$ cat config.mk
export PLATFORM = sky130hd
export DESIGN_NAME = fetch_flat
export DESIGN_NICKNAME = d
export VERILOG_FILES = /design/src/rtl/fetch_if.sv /design/src/rtl/fetch.sv /design/src/flat_wrapper.sv
export SDC_FILE = /design/constraint.sdc
export NUM_CORES = 1
export LEC_CHECK = 0
export ABC_CLOCK_PERIOD_IN_PS = 2900
export CORE_AREA = 2 2 124 126
export DETAILED_ROUTE_END_ITERATION = 16
export DIE_AREA = 0 0 126 128
export GPL_TIMING_DRIVEN = 0
export PLACE_DENSITY = 0.89
export SLEW_MARGIN = 20
export SYNTH_ARGS = -nofsm -noshare
export SYNTH_HDL_FRONTEND = slang
export SYNTH_SLANG_ARGS = --single-unit
$ cat constraint.sdc
create_clock -name clk -period 2.9 [get_ports clk]
set_clock_uncertainty 0.15 [all_clocks]
set_input_delay 0.87 -clock clk [delete_from_list [all_inputs] [get_ports clk]]
set_output_delay 0.87 -clock clk [all_outputs]
set_load 0.01 [all_outputs]
$ cat src/rtl/fetch_if.sv
// Signal bundle between the fetch stage, the instruction cache and the
// decode/branch-resolution side of the pipeline.
interface fetch_if;
    logic        imem_read;
    logic [31:0] imem_address;
    logic        imem_resp;
    logic [31:0] imem_rdata;
    logic        stall;
    logic        redirect;
    logic [31:0] redirect_pc;
    logic [31:0] pc_out;
    logic [31:0] instruction_out;
    logic        valid_out;

    modport master (
        output imem_read, imem_address, pc_out, instruction_out, valid_out,
        input  imem_resp, imem_rdata, stall, redirect, redirect_pc
    );

    modport slave (
        input  imem_read, imem_address, pc_out, instruction_out, valid_out,
        output imem_resp, imem_rdata, stall, redirect, redirect_pc
    );
endinterface

$ cat src/rtl/fetch.sv
// rv32i instruction-fetch stage: owns the PC, keeps one cache read in flight
// and fills the fetch/decode register, honoring stall and redirect.
//   state   | meaning
//   FETCH   | request at pc outstanding, response accepted or skid-buffered
//   HOLD    | response parked in buf_q while decode is stalled, no request
//   DISCARD | wrong-path request still in flight, its response is dropped
module fetch #(
    parameter logic [31:0] RESET_PC = 32'h0000_0060
) (
    input  logic     clk,
    input  logic     reset,
    fetch_if.master  fetch_io
);

    localparam logic [31:0] NOP = 32'h0000_0013;

    typedef enum logic [1:0] {
        FETCH   = 2'd0,
        HOLD    = 2'd1,
        DISCARD = 2'd2
    } state_e;

    state_e      state_q, state_d;
    logic [31:0] pc_q, pc_d;
    logic [31:0] target_q, target_d;
    logic [31:0] buf_q, buf_d;
    logic [31:0] pc_out_q, pc_out_d;
    logic [31:0] instr_q, instr_d;
    logic        valid_q, valid_d;

    always_ff @(posedge clk) begin
        if (reset) begin
            state_q  <= FETCH;
            pc_q     <= RESET_PC;
            target_q <= '0;
            buf_q    <= '0;
            pc_out_q <= '0;
            instr_q  <= NOP;
            valid_q  <= 1'b0;
        end else begin
            state_q  <= state_d;
            pc_q     <= pc_d;
            target_q <= target_d;
            buf_q    <= buf_d;
            pc_out_q <= pc_out_d;
            instr_q  <= instr_d;
            valid_q  <= valid_d;
        end
    end

    always_comb begin
        state_d  = state_q;
        pc_d     = pc_q;
        target_d = target_q;
        buf_d    = buf_q;
        pc_out_d = pc_out_q;
        instr_d  = instr_q;
        valid_d  = valid_q;
        case (state_q)
            FETCH: begin
                if (fetch_io.imem_resp) begin
                    if (fetch_io.redirect) begin
                        pc_d    = fetch_io.redirect_pc;
                        valid_d = 1'b0;
                    end else if (!fetch_io.stall) begin
                        pc_out_d = pc_q;
                        instr_d  = fetch_io.imem_rdata;
                        valid_d  = 1'b1;
                        pc_d     = pc_q + 32'd4;
                    end else begin
                        buf_d   = fetch_io.imem_rdata;
                        state_d = HOLD;
                    end
                end else if (fetch_io.redirect) begin
                    // the read cannot be cancelled; remember where to go once it returns
                    target_d = fetch_io.redirect_pc;
                    valid_d  = 1'b0;
                    state_d  = DISCARD;
                end else if (!fetch_io.stall) begin
                    valid_d = 1'b0;
                end
            end
            HOLD: begin
                if (fetch_io.redirect) begin
                    pc_d    = fetch_io.redirect_pc;
                    valid_d = 1'b0;
                    state_d = FETCH;
                end else if (!fetch_io.stall) begin
                    pc_out_d = pc_q;
                    instr_d  = buf_q;
                    valid_d  = 1'b1;
                    pc_d     = pc_q + 32'd4;
                    state_d  = FETCH;
                end
            end
            DISCARD: begin
                valid_d = 1'b0;
                if (fetch_io.redirect) begin
                    target_d = fetch_io.redirect_pc;
                end
                if (fetch_io.imem_resp) begin
                    pc_d    = fetch_io.redirect ? fetch_io.redirect_pc : target_q;
                    state_d = FETCH;
                end
            end
            default: begin
                state_d = FETCH;
            end
        endcase
    end

    always_comb begin
        fetch_io.imem_read       = !reset && (state_q != HOLD);
        fetch_io.imem_address    = pc_q;
        fetch_io.pc_out          = pc_out_q;
        fetch_io.instruction_out = instr_q;
        fetch_io.valid_out       = valid_q;
    end

endmodule

$ cat src/flat_wrapper.sv
// flat-port wrapper written by rule: the top's interface ports become plain ports
module fetch_flat 
#(
    parameter logic [31:0] RESET_PC = 32'h0000_0060
)
  (clk, reset, fetch_io_imem_read, fetch_io_imem_address, fetch_io_pc_out, fetch_io_instruction_out, fetch_io_valid_out, fetch_io_imem_resp, fetch_io_imem_rdata, fetch_io_stall, fetch_io_redirect, fetch_io_redirect_pc);
  fetch_if fetch_io_i ();
  input  logic clk;
  input  logic reset;
  output wire logic [$bits(fetch_io_i.imem_read)-1:0] fetch_io_imem_read;
  output wire logic [$bits(fetch_io_i.imem_address)-1:0] fetch_io_imem_address;
  output wire logic [$bits(fetch_io_i.pc_out)-1:0] fetch_io_pc_out;
  output wire logic [$bits(fetch_io_i.instruction_out)-1:0] fetch_io_instruction_out;
  output wire logic [$bits(fetch_io_i.valid_out)-1:0] fetch_io_valid_out;
  input wire logic [$bits(fetch_io_i.imem_resp)-1:0] fetch_io_imem_resp;
  input wire logic [$bits(fetch_io_i.imem_rdata)-1:0] fetch_io_imem_rdata;
  input wire logic [$bits(fetch_io_i.stall)-1:0] fetch_io_stall;
  input wire logic [$bits(fetch_io_i.redirect)-1:0] fetch_io_redirect;
  input wire logic [$bits(fetch_io_i.redirect_pc)-1:0] fetch_io_redirect_pc;
  assign fetch_io_imem_read = fetch_io_i.imem_read;
  assign fetch_io_imem_address = fetch_io_i.imem_address;
  assign fetch_io_pc_out = fetch_io_i.pc_out;
  assign fetch_io_instruction_out = fetch_io_i.instruction_out;
  assign fetch_io_valid_out = fetch_io_i.valid_out;
  assign fetch_io_i.imem_resp = fetch_io_imem_resp;
  assign fetch_io_i.imem_rdata = fetch_io_imem_rdata;
  assign fetch_io_i.stall = fetch_io_stall;
  assign fetch_io_i.redirect = fetch_io_redirect;
  assign fetch_io_i.redirect_pc = fetch_io_redirect_pc;
  fetch #(.RESET_PC(RESET_PC)) u_core (.clk(clk), .reset(reset), .fetch_io(fetch_io_i));
endmodule
# Yosys cells after proc, flatten, opt, wreduce, memory -nomap -nowiden
# Index checks and enable logic that the tools add are counted.
# totals
out_inout_bits,98
word_cells,69
input_bits,69
regBits,163
# classes
addsub,1
n_mux,32
reduce_logical,13
eq_ne,15
bitwise_logic,1
# op_table
cell,count
32-bit two-way mux,14
32-bit case mux with 2 select lines,3
32-bit case mux with 3 select lines,1
"32-bit by 3-bit adder with 32-bit output, second input constant",1
2-bit two-way mux,7
"2-bit != test, second input constant",7
"3-bit != test, second input constant",4
2-bit case mux with 3 select lines,1
2-bit AND reduction,3
6-bit AND reduction,1
1-bit two-way mux,5
5-bit AND reduction,1
"4-bit != test, second input constant",1
4-bit AND reduction,1
2-bit nonzero test,2
1-bit case mux with 3 select lines,1
3-bit AND reduction,1
3-bit nonzero test,1
"2-bit by 1-bit == test with 1-bit output, second input constant",1
"2-bit == test, second input constant",1
2-bit logical NOT,1
"2-bit by 1-bit != test with 1-bit output, second input constant",1
1-bit logical AND,1
1-bit logical NOT,1
1-bit inverter,1

# Depth between registers and ports, before layout
# Gate-level depths: netlist (run 1).
# logic_depth
depth_word,5
depth_mapped,10
ltp_nobuf,7

# Worst setup path after synthesis (run 1)
# OpenSTA, ideal clock, no wires.
# synth_path
path_kind,input to output
from,in reset
to,out fetch_io_imem_read
path_slack_ns,0.136
path_buffers,3
required_time_ns,1.880
cell_stages,4
arrival_time_ns,1.744
path_cell_list,clkbuf_1 clkbuf_1 buf_1 nor2_1
# synth_between
elab_chain_cells,2
# synth_lines
element,line_no,rtl
"start, declared",flat_wrapper.sv:9,input logic reset;
1-bit logical NOT,fetch.sv:113,fetch_io.imem_read = !reset && (state_q != HOLD);
1-bit logical AND,fetch.sv:113,
"end, declared",flat_wrapper.sv:10,output wire logic [$bits(fetch_io_i.imem_read)-1:0] fetch_io_imem_read;
# Every way passes these cells.

# Worst setup path after layout (run 1)
# layout_path
from,in fetch_io_stall
to,reg u_core.pc_q[1] (netlist: u_core.fetch_io.imem_address[1])
# layout_between
elab_chain_cells,4
# layout_lines
element,line_no,rtl
"start, declared",flat_wrapper.sv:17,input wire logic [$bits(fetch_io_i.stall)-1:0] fetch_io_stall;
32-bit two-way mux * (2 in series),-,
32-bit two-way mux,-,
32-bit case mux with 3 select lines *,-,
"end signal, assigned",fetch.sv:42,pc_q <= pc_d;
"end, declared",fetch.sv:24,"logic [31:0] pc_q, pc_d;"
# Mark *: on every way between the ends. The rest lies on a longest branch, timed or not. The select of a mux whose other input is x is not followed.
# A chain may end at the register's enable or synchronous reset.

==> results.json, run 1 <==
{
  "m1WireLength_um": 9710,
  "startpoint_type": "primary input",
  "setup_tns_ps": 0,
  "slew_viol_final": 0,
  "clk_path_buf_depth": 2,
  "ir_drop_mv": 0.442,
  "power.density_nw_per_um2": 563,
  "synth.top_cells.by_count": "248 x nand2_1, 163 x dfxtp_1, 144 x a21oi_1, 69 x clkbuf_1, 59 x nor2_1",
  "grt_pass1_wl_um": 37300,
  "numPlacedInstances": 1297,
  "hold_path_class": "reg -> reg",
  "dieHeight_um": 128,
  "path_cells": "clkdlybuf4s50_1, nor3b_2, nor3_4, clkbuf_1, a21oi_1, a211oi_1",
  "syn_nets": 1020,
  "num_vias": 7828,
  "path_max_fanout": 10,
  "clock-sinks": 163,
  "min_path_cells": 2,
  "cp_num_cells": 6,
  "dieArea_um2": 16100,
  "antennaDiodeCount": 0,
  "crit_path_end_kind": "flop",
  "synth_edf_count": 0,
  "dr.pass1.iters": 5,
  "crit_end": "u_core.fetch_io.imem_address[1]",
  "synth.distinct_cells": 54,
  "clk_pin_slew_ps": 60,
  "wl_um": 23800,
  "cellLeakagePower_uw": 0.00332,
  "cts_setup_buffers": 0,
  "yosys.area.top_type": "dfxtp_1",
  "yosys_warnings": 0,
  "startpoint": "fetch_io_stall",
  "r2r_end": "u_core.fetch_io.imem_address[1]",
  "grt_usage_pct": 28.9,
  "async_flop_share_pct": 0,
  "critical_path_class": "in -> reg",
  "die_width_um": 126,
  "ys_top_cells_by_area": "dfxtp_1 45%, nand2_1 13%, a21oi_1 9.9%",
  "r2r_slack_ps": 120,
  "insertion_delay_ps": 440,
  "cts_tree": "done",
  "start_util_pct": 49.0,
  "avgRoutedWirePerCell_um": 18.0,
  "io_pins": 167,
  "stdcell_count": 1326,
  "dp_slack_ps": -892,
  "synth_top_cell_area_share_pct": 44.8,
  "flow.area_growth_from_synthesis_pct": 34.0,
  "reg2reg_depth": 8,
  "utilization_pct": 65.7,
  "cp.required_ps": 3070,
  "setup_violations": 0,
  "grt_pass1_vias": 7279,
  "via_per_inst": 5.90,
  "fmax_mhz": 353,
  "drc_errors": 0,
  "cts-root-buf": "clkbuf_16",
  "cp.arrival_ps": 3010,
  "wl_met2_um": 10900,
  "syn-cell-area_um2": 7290,
  "tightest_slew_ps": 738,
  "hold_violations": 0,
  "fin_area_um2": 9760,
  "synth-main-ff-cell": "dfxtp_1",
  "drt-initial-drc-count": 878,
  "final_layout_size_suffix_gt1_share_pct": 4.66,
  "place_area_um2": 9160,
  "max_stage_delay_ps": 550,
  "grt_max_degree": 20,
  "h-tree-depth": 4,
  "layout_min_cycle_time_ps": 2830,
  "nNetsFinal": 1201,
  "highest_layer": "met5",
  "path_delay_family": "buffers and inverters",
  "cts_buffers": 17,
  "drv_cap": 0,
  "slew_headroom_pct": 50.8,
  "dp_hpwl_um": 17000,
  "yosys_register_bits": 163,
  "route.met3.wl_um": 2280,
  "rsz0062_at_grt": "no",
  "num_rows": 45,
  "gr-total-overflow": 0,
  "fin_ws_ps": 65.5,
  "avgSynthCellArea_um2": 7.70,
  "port_buffers": 163,
  "antenna_found_initial": 0,
  "synth_cells": 946,
  "fin_crit_sh_pct": 97.7,
  "crit_buf_inv": 2,
  "r2r-start": "u_core.state_q[0]",
  "crit_slowest_cell": "clkdlybuf4s50_1",
  "synth_seq_area_share_pct": 44.8,
  "core_area_um2": 14900,
  "antenna_left": 0,
  "yosys.cell_count.top_type": "nand2_1",
  "status": "complete, no violations",
  "place_congestion": 0.983
}
-- sequential cells by signal, indices dropped and copies added (netlist names) --
signal	count
u_core.state_q	2
u_core.fetch_io.imem_address	32
u_core.fetch_io.pc_out	32
u_core.buf_q	32
u_core.fetch_io.valid_out	1
u_core.fetch_io.instruction_out	32
u_core.target_q	32
-- tightest hold or removal path, stage by stage (launching register included) --
cell and delay [ps]:
dfxtp_1 310, nand2_1 50, a21oi_1 50
-- area by class of cell --
type                       count  area (µm²)
buffer                        78         344
inverter                      10        37.5
sequential                   163        3260
multi-input combinational    694        3700
clock inverter                 5        50.0
fill                        1229        5100
timing repair buffer         163        1630
tap                          188         235
clock buffer                  25         505
-- kinds of logic after synthesis --
logic type | count (synthesis) | share of synthesized area, %
flops | 163 | 44.8
buf+inv | 89 | 4.84
simple gates | 378 | 22.2
mux | 38 | 5.24
compound gates | 273 | 22.1
fa+ha+maj | 5 | 0.858
-- how the worst min path moves through the flow --
stage | start | to | slack, ps
floorplan | u_core.target_q[20] | u_core.target_q[20] | 280
global placement | u_core.target_q[20] | u_core.target_q[20] | 290
detailed placement | u_core.buf_q[7] | u_core.buf_q[7] | 300
CTS | u_core.fetch_io.pc_out[24] | u_core.fetch_io.pc_out[24] | 300
global route | u_core.target_q[30] | u_core.target_q[30] | 320
finish | u_core.fetch_io.pc_out[0] | u_core.fetch_io.pc_out[0] | 300
-- what timing repair did --
action / in CTS / in global routing
hold buffers: 0 / 0
setup endpoints to repair: 4 / 23
pin swaps: 0 / 0
gates resized for setup: 12 / 12
-- power by group --
part / total [µW] / switching (µW) / leakage (µW) / internal [µW]
clock: 2160 / 882 / 0.000279 / 1280
sequential: 2480 / 120 / 0.00133 / 2360
combinational: 857 / 476 / 0.00172 / 380
total: 5490 / 1480 / 0.00332 / 4020
-- cell usage in the layout (no fill, tap or decap), drive strengths merged, types with 9 or more instances in the layout --
| master | n |
|---|---|
| buf | 9 |
| nor2 | 60 |
| mux2i | 37 |
| o21ai | 47 |
| clkdlybuf4s50 | 162 |
| inv | 10 |
| nand3 | 12 |
| nor3 | 11 |
| clkbuf | 94 |
| dfxtp | 163 |
| a21oi | 144 |
| a211oi | 32 |
| nand2 | 248 |
-- per-stage QoR --
step / total power (µW) / hold WS (ps)
2_1_floorplan: 2920 / 282
3_3_place_gp: 3320 / 289
3_5_place_dp: 3340 / 296
4_1_cts: 5450 / 304
5_1_grt: 5650 / 320
6_report: 5490 / 304
-- layer usage --
layer / vias up / global-route usage [%]
met5: - / 0
met3: 79 / 7.51
met1: 3650 / 37.0
met2: 461 / 45.7
met4: 3 / 13.9
li1: 3635 / -
No activity file was read; power rests on OpenSTA's default activity.
==> inputs of run 2 (changes only) <==
--- a/config.mk
+++ b/config.mk
@@ -7,6 +7,8 @@
 export LEC_CHECK = 0
 export ABC_CLOCK_PERIOD_IN_PS = 2900
 export CORE_AREA = 2 2 124 126
+export CTS_CLUSTER_DIAMETER = 50
+export CTS_CLUSTER_SIZE = 8
 export DETAILED_ROUTE_END_ITERATION = 16
 export DIE_AREA = 0 0 126 128
 export GPL_TIMING_DRIVEN = 0
==> results of run 2 <==
The final DEF is identical to that of run 1; final timing and power are the same.
